===== src/rtl/freq_gen_if.sv =====
// freq_gen_if: request/status bundle between a controller and the square-wave generator
interface freq_gen_if #(
    parameter int FREQ_W = 20,
    parameter int CNT_W  = 26
) ();
    logic              start;
    logic              stop;
    logic [FREQ_W-1:0] freq;
    logic              sig;
    logic              busy;
    logic              done_tick;
    logic [CNT_W-1:0]  half_per;

    modport master (output start, stop, freq, input sig, busy, done_tick, half_per);
    modport slave  (input start, stop, freq, output sig, busy, done_tick, half_per);
endinterface


===== src/rtl/freq_gen.sv =====
// freq_gen: programmable square-wave source; half-period = (CLK_HZ/2)/freq via restoring divider
module freq_gen #(
    parameter int CLK_HZ = 100_000_000,
    parameter int FREQ_W = 20,
    parameter int CNT_W  = 26
) (
    input logic       clk,
    input logic       rst_n,
    freq_gen_if.slave bus
);
    typedef enum logic [1:0] {IDLE, DIV, RUN} state_t;

    localparam int              IW   = $clog2(CNT_W + 1);
    localparam logic [CNT_W-1:0] HALF = CNT_W'(CLK_HZ / 2);

    state_t            state;
    logic [FREQ_W-1:0] divisor;
    logic [CNT_W-1:0]  rem;
    logic [CNT_W-1:0]  quo;
    logic [CNT_W-1:0]  cnt;
    logic [IW-1:0]     idx;
    logic [CNT_W:0]    trial;
    logic [CNT_W:0]    dvs;
    logic              ge;

    // one restoring step: shift the next dividend bit into the partial remainder and trial-subtract
    always_comb begin
        dvs   = (CNT_W + 1)'(divisor);
        trial = {rem, quo[CNT_W-1]};
        ge    = trial >= dvs;
    end

    // control FSM: request latch, bit-serial division, then free-running half-period toggling
    always_ff @(posedge clk or negedge rst_n) begin
        if (!rst_n) begin
            state         <= IDLE;
            divisor       <= '0;
            rem           <= '0;
            quo           <= '0;
            cnt           <= '0;
            idx           <= '0;
            bus.sig       <= 1'b0;
            bus.busy      <= 1'b0;
            bus.done_tick <= 1'b0;
            bus.half_per  <= '0;
        end else begin
            bus.done_tick <= 1'b0;
            case (state)
                IDLE, RUN: begin
                    if (bus.start) begin
                        if (bus.freq == '0) begin
                            bus.half_per  <= '0;
                            bus.sig       <= 1'b0;
                            bus.done_tick <= 1'b1;
                            cnt           <= '0;
                            state         <= IDLE;
                        end else begin
                            divisor  <= bus.freq;
                            rem      <= '0;
                            quo      <= HALF;
                            idx      <= '0;
                            bus.busy <= 1'b1;
                            state    <= DIV;
                        end
                    end else if (state == RUN) begin
                        if (bus.stop) begin
                            bus.sig      <= 1'b0;
                            bus.half_per <= '0;
                            cnt          <= '0;
                            state        <= IDLE;
                        end else if (cnt == bus.half_per - 1'b1) begin
                            bus.sig <= ~bus.sig;
                            cnt     <= '0;
                        end else begin
                            cnt <= cnt + 1'b1;
                        end
                    end
                end
                DIV: begin
                    if (idx == IW'(CNT_W)) begin
                        bus.half_per  <= (quo == '0) ? CNT_W'(1) : quo;
                        bus.done_tick <= 1'b1;
                        bus.busy      <= 1'b0;
                        cnt           <= '0;
                        state         <= RUN;
                    end else begin
                        rem <= ge ? CNT_W'(trial - dvs) : CNT_W'(trial);
                        quo <= {quo[CNT_W-2:0], ge};
                        idx <= idx + 1'b1;
                    end
                end
                default: state <= IDLE;
            endcase
        end
    end
endmodule

===== src/flat_wrapper.sv =====
// flat-port wrapper written by rule: the top's interface ports become plain ports
module freq_gen_flat 
#(
    parameter int CLK_HZ = 100_000_000,
    parameter int FREQ_W = 20,
    parameter int CNT_W  = 26
)
  (clk, rst_n, bus_start, bus_stop, bus_freq, bus_sig, bus_busy, bus_done_tick, bus_half_per);
  freq_gen_if #(.FREQ_W(FREQ_W), .CNT_W(CNT_W)) bus_i ();
  input logic clk;
  input logic rst_n;
  input wire logic [$bits(bus_i.start)-1:0] bus_start;
  input wire logic [$bits(bus_i.stop)-1:0] bus_stop;
  input wire logic [$bits(bus_i.freq)-1:0] bus_freq;
  output wire logic [$bits(bus_i.sig)-1:0] bus_sig;
  output wire logic [$bits(bus_i.busy)-1:0] bus_busy;
  output wire logic [$bits(bus_i.done_tick)-1:0] bus_done_tick;
  output wire logic [$bits(bus_i.half_per)-1:0] bus_half_per;
  assign bus_i.start = bus_start;
  assign bus_i.stop = bus_stop;
  assign bus_i.freq = bus_freq;
  assign bus_sig = bus_i.sig;
  assign bus_busy = bus_i.busy;
  assign bus_done_tick = bus_i.done_tick;
  assign bus_half_per = bus_i.half_per;
  freq_gen #(.CLK_HZ(CLK_HZ), .FREQ_W(FREQ_W), .CNT_W(CNT_W)) u_core (.clk(clk), .rst_n(rst_n), .bus(bus_i));
endmodule

===== config.mk =====
export PLATFORM = sky130hd
export DESIGN_NAME = freq_gen_flat
export DESIGN_NICKNAME = d
export VERILOG_FILES = /design/src/rtl/freq_gen_if.sv /design/src/rtl/freq_gen.sv /design/src/flat_wrapper.sv
export SDC_FILE = /design/constraint.sdc
export NUM_CORES = 1
export LEC_CHECK = 0
export BUFFER_PORTS_ARGS = -buffer_cell sky130_fd_sc_hd__buf_4
export CORE_ASPECT_RATIO = 0.9
export CORE_MARGIN = 2
export CORE_UTILIZATION = 40
export DETAILED_ROUTE_END_ITERATION = 8
export PLACE_DENSITY_LB_ADDON = 0.3
export SLEW_MARGIN = 20
export SYNTH_ARGS = -nofsm -noshare
export SYNTH_HDL_FRONTEND = slang
export SYNTH_SLANG_ARGS = --single-unit

===== constraint.sdc =====
create_clock -name clk -period 3.88 [get_ports clk]
set_clock_uncertainty 0.1 [all_clocks]
set_input_delay 0.582 -clock clk [delete_from_list [all_inputs] [get_ports clk]]
set_output_delay 0.582 -clock clk [all_outputs]
set_load 0.1 [all_outputs]

==> results.json, run 1 <==
{
  "status": "finished, final reports clean",
  "antennaDiodeCount": 0,
  "synth_compound_area_share_pct": 18.6,
  "finalMaxSlewViolations": 0,
  "fin_crit_sh_pct": 95.9,
  "combPwrFrac_pct": 53.8,
  "drt-pass1-iter-count": 5,
  "p_sw_w": 0.00463,
  "finalSetupViolations": 0,
  "clk_latency_ns": 0.43,
  "synth_area_leaders": "dfrtp_1, nand2_1, o21ai_0",
  "synth_edf_count": 0,
  "maxCapViolCount": 0,
  "drt_wl_total_um": 21700,
  "vias_per_cell": 5.66,
  "cp_common_cell": "or4_1",
  "vias": 7354,
  "utilization_pct": 48.1,
  "final_layout_size_suffix_gt1_share_pct": 12.4,
  "r2r_cells": 9,
  "gp_congestion": 0.900,
  "hpwl_um": 15300,
  "cts_tree": "done",
  "share_seq_of_total_power_pct": 25.7,
  "power_leakage_nw": 4.07,
  "fin_nets": 1080,
  "power.share.clock_pct": 20.5,
  "ant_nets": 0,
  "synth_ff_type": "dfrtp_1",
  "area_growth_pct": 17.8,
  "root_buffer": "clkbuf_16",
  "path_clk_slew_ns": 0.06,
  "synth.distinct_cells": 63,
  "grt.total_usage_pct": 20.9,
  "fin_hold_ws_ns": 0.0810,
  "crit_fanout": 36,
  "synth_top_family_by_area": "simple AND/OR/NAND/NOR gates",
  "clockBufferDepth": 2,
  "cp.required_ns": 4.08,
  "path_cells": "or4_1, xor2_1, or4_1, o21a_1, or4_1, or4_1, buf_4, nand2_1, o211ai_1",
  "async_flop_share_pct": 100,
  "num_io_pins": 53,
  "start_util_pct": 40.9,
  "avgRoutedWirePerCell_um": 16.7,
  "cts_hold_buf": 0,
  "setup-tns-final_ns": 0,
  "cp_num_buf_inv": 1,
  "netlist.area_leader.share_pct": 41.0,
  "swShare_pct": 47.7,
  "synth-simple-area-share_pct": 25.2,
  "die-height_um": 140,
  "syn_inst": 994,
  "yosysSeqAreaShare_pct": 41.0,
  "grt_pass1_vias": 6930,
  "rows": 49,
  "crit_cells": 9,
  "cp-start-kind": "flop",
  "die-area_um2": 21600,
  "drt-initial-drc-count": 578,
  "cts_sinks": 134,
  "synth-xor-area-share_pct": 4.93,
  "hold_viol": 0,
  "criticalPathCategory": "flop to flop",
  "synthMuxAreaShare_pct": 1.38,
  "numCtsBuffers": 17,
  "post_cts_resized": 0,
  "grt_overflow": 0,
  "p_int_w": 0.00509,
  "core_um2": 20000,
  "io_buffers": 52,
  "min_period_ns": 3.72,
  "synth-adder-area-share_pct": 3.92,
  "max_slew.worst_pin.slew_ns": 0.900,
  "synth_top_area_cell": "dfrtp_1",
  "antenna_found_initial": 0,
  "cp.arrival_ns": 3.92,
  "end_kind": "flop",
  "grt_pass1_wl_um": 36400,
  "power.density_nw_per_um2": 1010,
  "cts_max_level": 4,
  "yosys_warnings": 0,
  "drc": 0,
  "syn_avg_cell_area_um2": 8.22,
  "ys_ff_latch": 134,
  "post_cts_buffers": 0,
  "slew_headroom_pct": 40.0,
  "syn_nets": 1043,
  "cpMaxStageDelayCell": "or4_1",
  "ir_drop_mv": 0.408,
  "final_cell_mix": "nand2_1, dfrtp_1, o21ai_0",
  "synth_area_um2": 8170,
  "fmax_ghz": 0.269,
  "max_stage_delay_ns": 0.62,
  "final_common_cell": "nand2_1",
  "cp_top_family": "simple AND/OR/NAND/NOR gates",
  "rsz0062_at_grt": "no",
  "grt_max_degree": 82,
  "die_x_um": 155,
  "min_path_type": "input port to asynchronous set/reset pin"
}
==> Yosys cell counts (all sizes together) (3+ instances only) <==
cell type / n
o22ai: 6
nand2b: 13
a311oi: 3
nor2b: 6
nor3b: 4
xnor2: 17
or3: 15
nand3b: 3
nand2: 197
or4: 9
a21boi: 5
ha: 24
and3: 11
o31ai: 9
o21ai: 121
a22oi: 10
nor4: 25
a32oi: 6
clkbuf: 49
xor2: 29
a31oi: 15
nand3: 30
nor2: 52
a21oi: 27
nand4: 17
dfrtp: 134
nor3: 30
a211oi: 5
a21o: 3
buf: 10
and2: 4
nand4b: 5
o21a: 4
o211ai: 10
inv: 43
mux2i: 9
==> cell families (layout without fill, tap and decap cells) <==
logic type               count (synthesis)  after routing
AO/OA/AOI/OAI                          247            247
XOR/XNOR                                46             46
adder cells (fa/ha/maj)                 25             25
buffers and inverters                  102            152
flip-flops                             134            134
multiplexers                            11             11
AND/OR/NAND/NOR                        429            429
==> per-layer routing <==
| layer | track usage (%) | wire, um |
|---|---|---|
| met5 | 0 | 0 |
| met2 | 30.9 | 9480 |
| met1 | 31.4 | 10900 |
| met4 | 5.36 | 249 |
| met3 | 4.30 | 1070 |
==> path summary, 6_finish.rpt <==
path	from	end	slack, ns
worst max-delay path	u_core.bus.half_per[17]	u_core.cnt[15]	0.16
worst min-delay path	rst_n	u_core.rem[14]	0.08
worst max register to register	u_core.bus.half_per[17]	u_core.cnt[15]	0.16
worst min register to register	u_core.bus.busy	u_core.bus.busy	0.38
max in group asynchronous	rst_n	u_core.cnt[18]	2.80
min in group clk	bus_freq[16]	u_core.divisor[16]	0.26
==> flip-flops by register name (all words and copies together), names as in the netlist <==
name	flops
u_core.bus.busy	1
u_core.bus.done_tick	1
u_core.state	2
u_core.cnt	26
u_core.bus.half_per	26
u_core.idx	5
u_core.rem	26
u_core.quo	26
u_core.bus.sig	1
u_core.divisor	20
==> metrics by stage <==
stage	total power (W)	cell area [um2]	setup slack, ns	cells
final	0.00972	9620	0.158	1299
after global placement	0.00762	8900	0.221	1267
after floorplan	0.00638	8170	0.0182	994
after global routing	0.0105	9620	0.00252	1299
after CTS	0.00972	9620	0.183	1299
after detailed placement	0.00770	8900	0.196	1267
==> power groups by stage <==
stage	Clock, W	Combinational [W]	Sequential [W]
2_1_floorplan	0	0.00302	0.00336
5_1_grt	0.00207	0.00583	0.00259
4_1_cts	0.00201	0.00522	0.00249
3_5_place_dp	0	0.00519	0.00250
6_report	0.00199	0.00523	0.00250
3_3_place_gp	0	0.00513	0.00250
==> layout make-up <==
type,count,area (um2)
fillers,1920,10400
multi-input cells,758,4450
clock inverters,13,275
clock buffers,19,443
repair buffers,77,619
inverters,43,161
flip-flops and latches,134,3360
well taps,255,319
No activity file was read; power rests on OpenSTA's default activity.
==> inputs of run 2 (changes only) <==
clock period = 3.62 ns   (was 3.88 ns; I/O delays follow)
==> results.json, run 2 (synthesis gave the netlist of run 1 again) <==
{
  "status": "finished, final reports clean",
  "final_cell_mix": "nand2_1, dfrtp_1, o21ai_0",
  "fin_crit_sh_pct": 96.8,
  "utilization_pct": 48.3,
  "antenna_found_initial": 0,
  "num_io_pins": 53,
  "cts_max_level": 4,
  "fmax_ghz": 0.285,
  "rsz0062_at_grt": "no",
  "clk_latency_ns": 0.42,
  "ir_drop_mv": 0.475,
  "vias": 7418,
  "finalSetupViolations": 0,
  "grt_overflow": 0,
  "cp_top_family": "simple AND/OR/NAND/NOR gates",
  "final_common_cell": "nand2_1",
  "path_cells": "or4_4, xor2_1, or4_1, o21a_1, or4_1, or4_4, buf_12, or3_1, o21ai_1",
  "crit_start": "u_core.bus.half_per[19]",
  "cts_tree": "done",
  "r2r-end": "u_core.bus.sig",
  "area_growth_pct": 18.1,
  "core_um2": 20000,
  "die-area_um2": 21600,
  "hold_viol": 0,
  "fin_nets": 1091,
  "r2r_cells": 9,
  "criticalPathCategory": "flop to flop",
  "power_leakage_nw": 4.08,
  "ant_nets": 0,
  "finalMaxSlewViolations": 0,
  "cp_num_buf_inv": 1,
  "reg2reg_from": "u_core.bus.half_per[19]",
  "avgRoutedWirePerCell_um": 16.6,
  "final_layout_size_suffix_gt1_share_pct": 14.4,
  "crit_fanout": 36,
  "die-height_um": 140,
  "place_area_um2": 9000,
  "fillers": 1929,
  "path_clk_slew_ns": 0.06,
  "grt_max_degree": 99,
  "start_util_pct": 40.9,
  "min_period_ns": 3.51,
  "cpMaxStageDelayCell": "or4_4",
  "slew_headroom_pct": 37.2,
  "cp-start-kind": "flop",
  "drt-initial-drc-count": 516,
  "fin_total_pwr_w": 0.0102,
  "numCtsBuffers": 17,
  "cp.required_ns": 3.87,
  "drt-pass1-iter-count": 5,
  "hpwl_um": 15500,
  "cp.arrival_ns": 3.76,
  "max_slew.worst_pin.slew_ns": 0.935,
  "drt_wl_total_um": 21700,
  "vias_per_cell": 5.67,
  "power.density_nw_per_um2": 1060,
  "grt.total_usage_pct": 20.7,
  "antennaDiodeCount": 0,
  "cts_sinks": 134,
  "max_stage_delay_ns": 0.54,
  "drc": 0,
  "io_buffers": 52,
  "clockBufferDepth": 2,
  "ff2ff_setup_slack_ns": 0.11,
  "rows": 49,
  "die_x_um": 155,
  "grt_pass1_wl_um": 36000,
  "min_path_type": "input port to asynchronous set/reset pin",
  "post_cts_buffers": 0,
  "grt_pass1_vias": 6986,
  "maxCapViolCount": 0,
  "end_kind": "flop",
  "root_buffer": "clkbuf_16",
  "gp_congestion": 0.864,
  "design_area_um2": 9650
}
-- run 2: changes by cell type in the layout (fill, tap and decap cells not counted), moves of 2 or more --
| cell | change |
|---|---|
| dfrtp_2 | +6 |
| dfrtp_4 | +3 |
| clkinvlp_4 | +2 |
| or4_4 | +2 |
| nand2_1 | -2 |
| or4_1 | -2 |
| buf_4 | +11 |
| bufinv_16 | -4 |
| dfrtp_1 | -9 |
| nand2_2 | +2 |
-- run 2: where the power goes --
group	total (W)	internal, W	switching [W]
clock	0.00186	0.00119	0.000671
combinational	0.00574	0.00194	0.00380
sequential	0.00263	0.00212	0.000515
total	0.0102	0.00525	0.00499
-- run 2: layer usage --
layer / GRT usage, % / wire length (um)
met4: 6.09 / 354
met1: 30.6 / 10900
met5: 0 / 0
met2: 30.7 / 9490
met3: 3.99 / 947
-- run 2: area by class of cell --
cell class                      count  area, um2  share of cell area, %
Clock buffer                       20        457                   4.73
Clock inverter                     11        174                   1.80
Inverter                           43        161                   1.67
Multi-Input combinational cell    758       4460                   46.2
Sequential cell                   134       3370                   35.0
Tap cell                          255        319                   3.31
Timing Repair Buffer               88        702                   7.27
-- run 2: stage by stage --
step	std cells	setup WS (ns)	setup TNS [ns]	hold WS (ns)
final	1309	0.115	0	0.0935
after detailed placement	1278	-0.00854	-0.00854	0.376
after floorplan	994	-0.0459	-0.379	0.147
after CTS	1309	0.0536	0	0.145
after global placement	1278	0.0290	0	0.368
after global routing	1309	0.0226	0	0.172
-- run 2: worst max path at each step --
stage | to | slack, ns | depth (start not counted)
global placement | u_core.cnt[15] | 0.03 | 9
floorplan | u_core.cnt[25] | -0.05 | 11
CTS | u_core.bus.sig | 0.05 | 9
detailed placement | u_core.cnt[15] | -0.009 | 9
finish | u_core.bus.sig | 0.11 | 9
global route | u_core.bus.sig | 0.02 | 9
-- run 2: what timing repair did --
action / in CTS / in global routing
gates resized for setup: 1 / 3
endpoints found under the setup margin: 4 / 8
hold buffers: 0 / 0
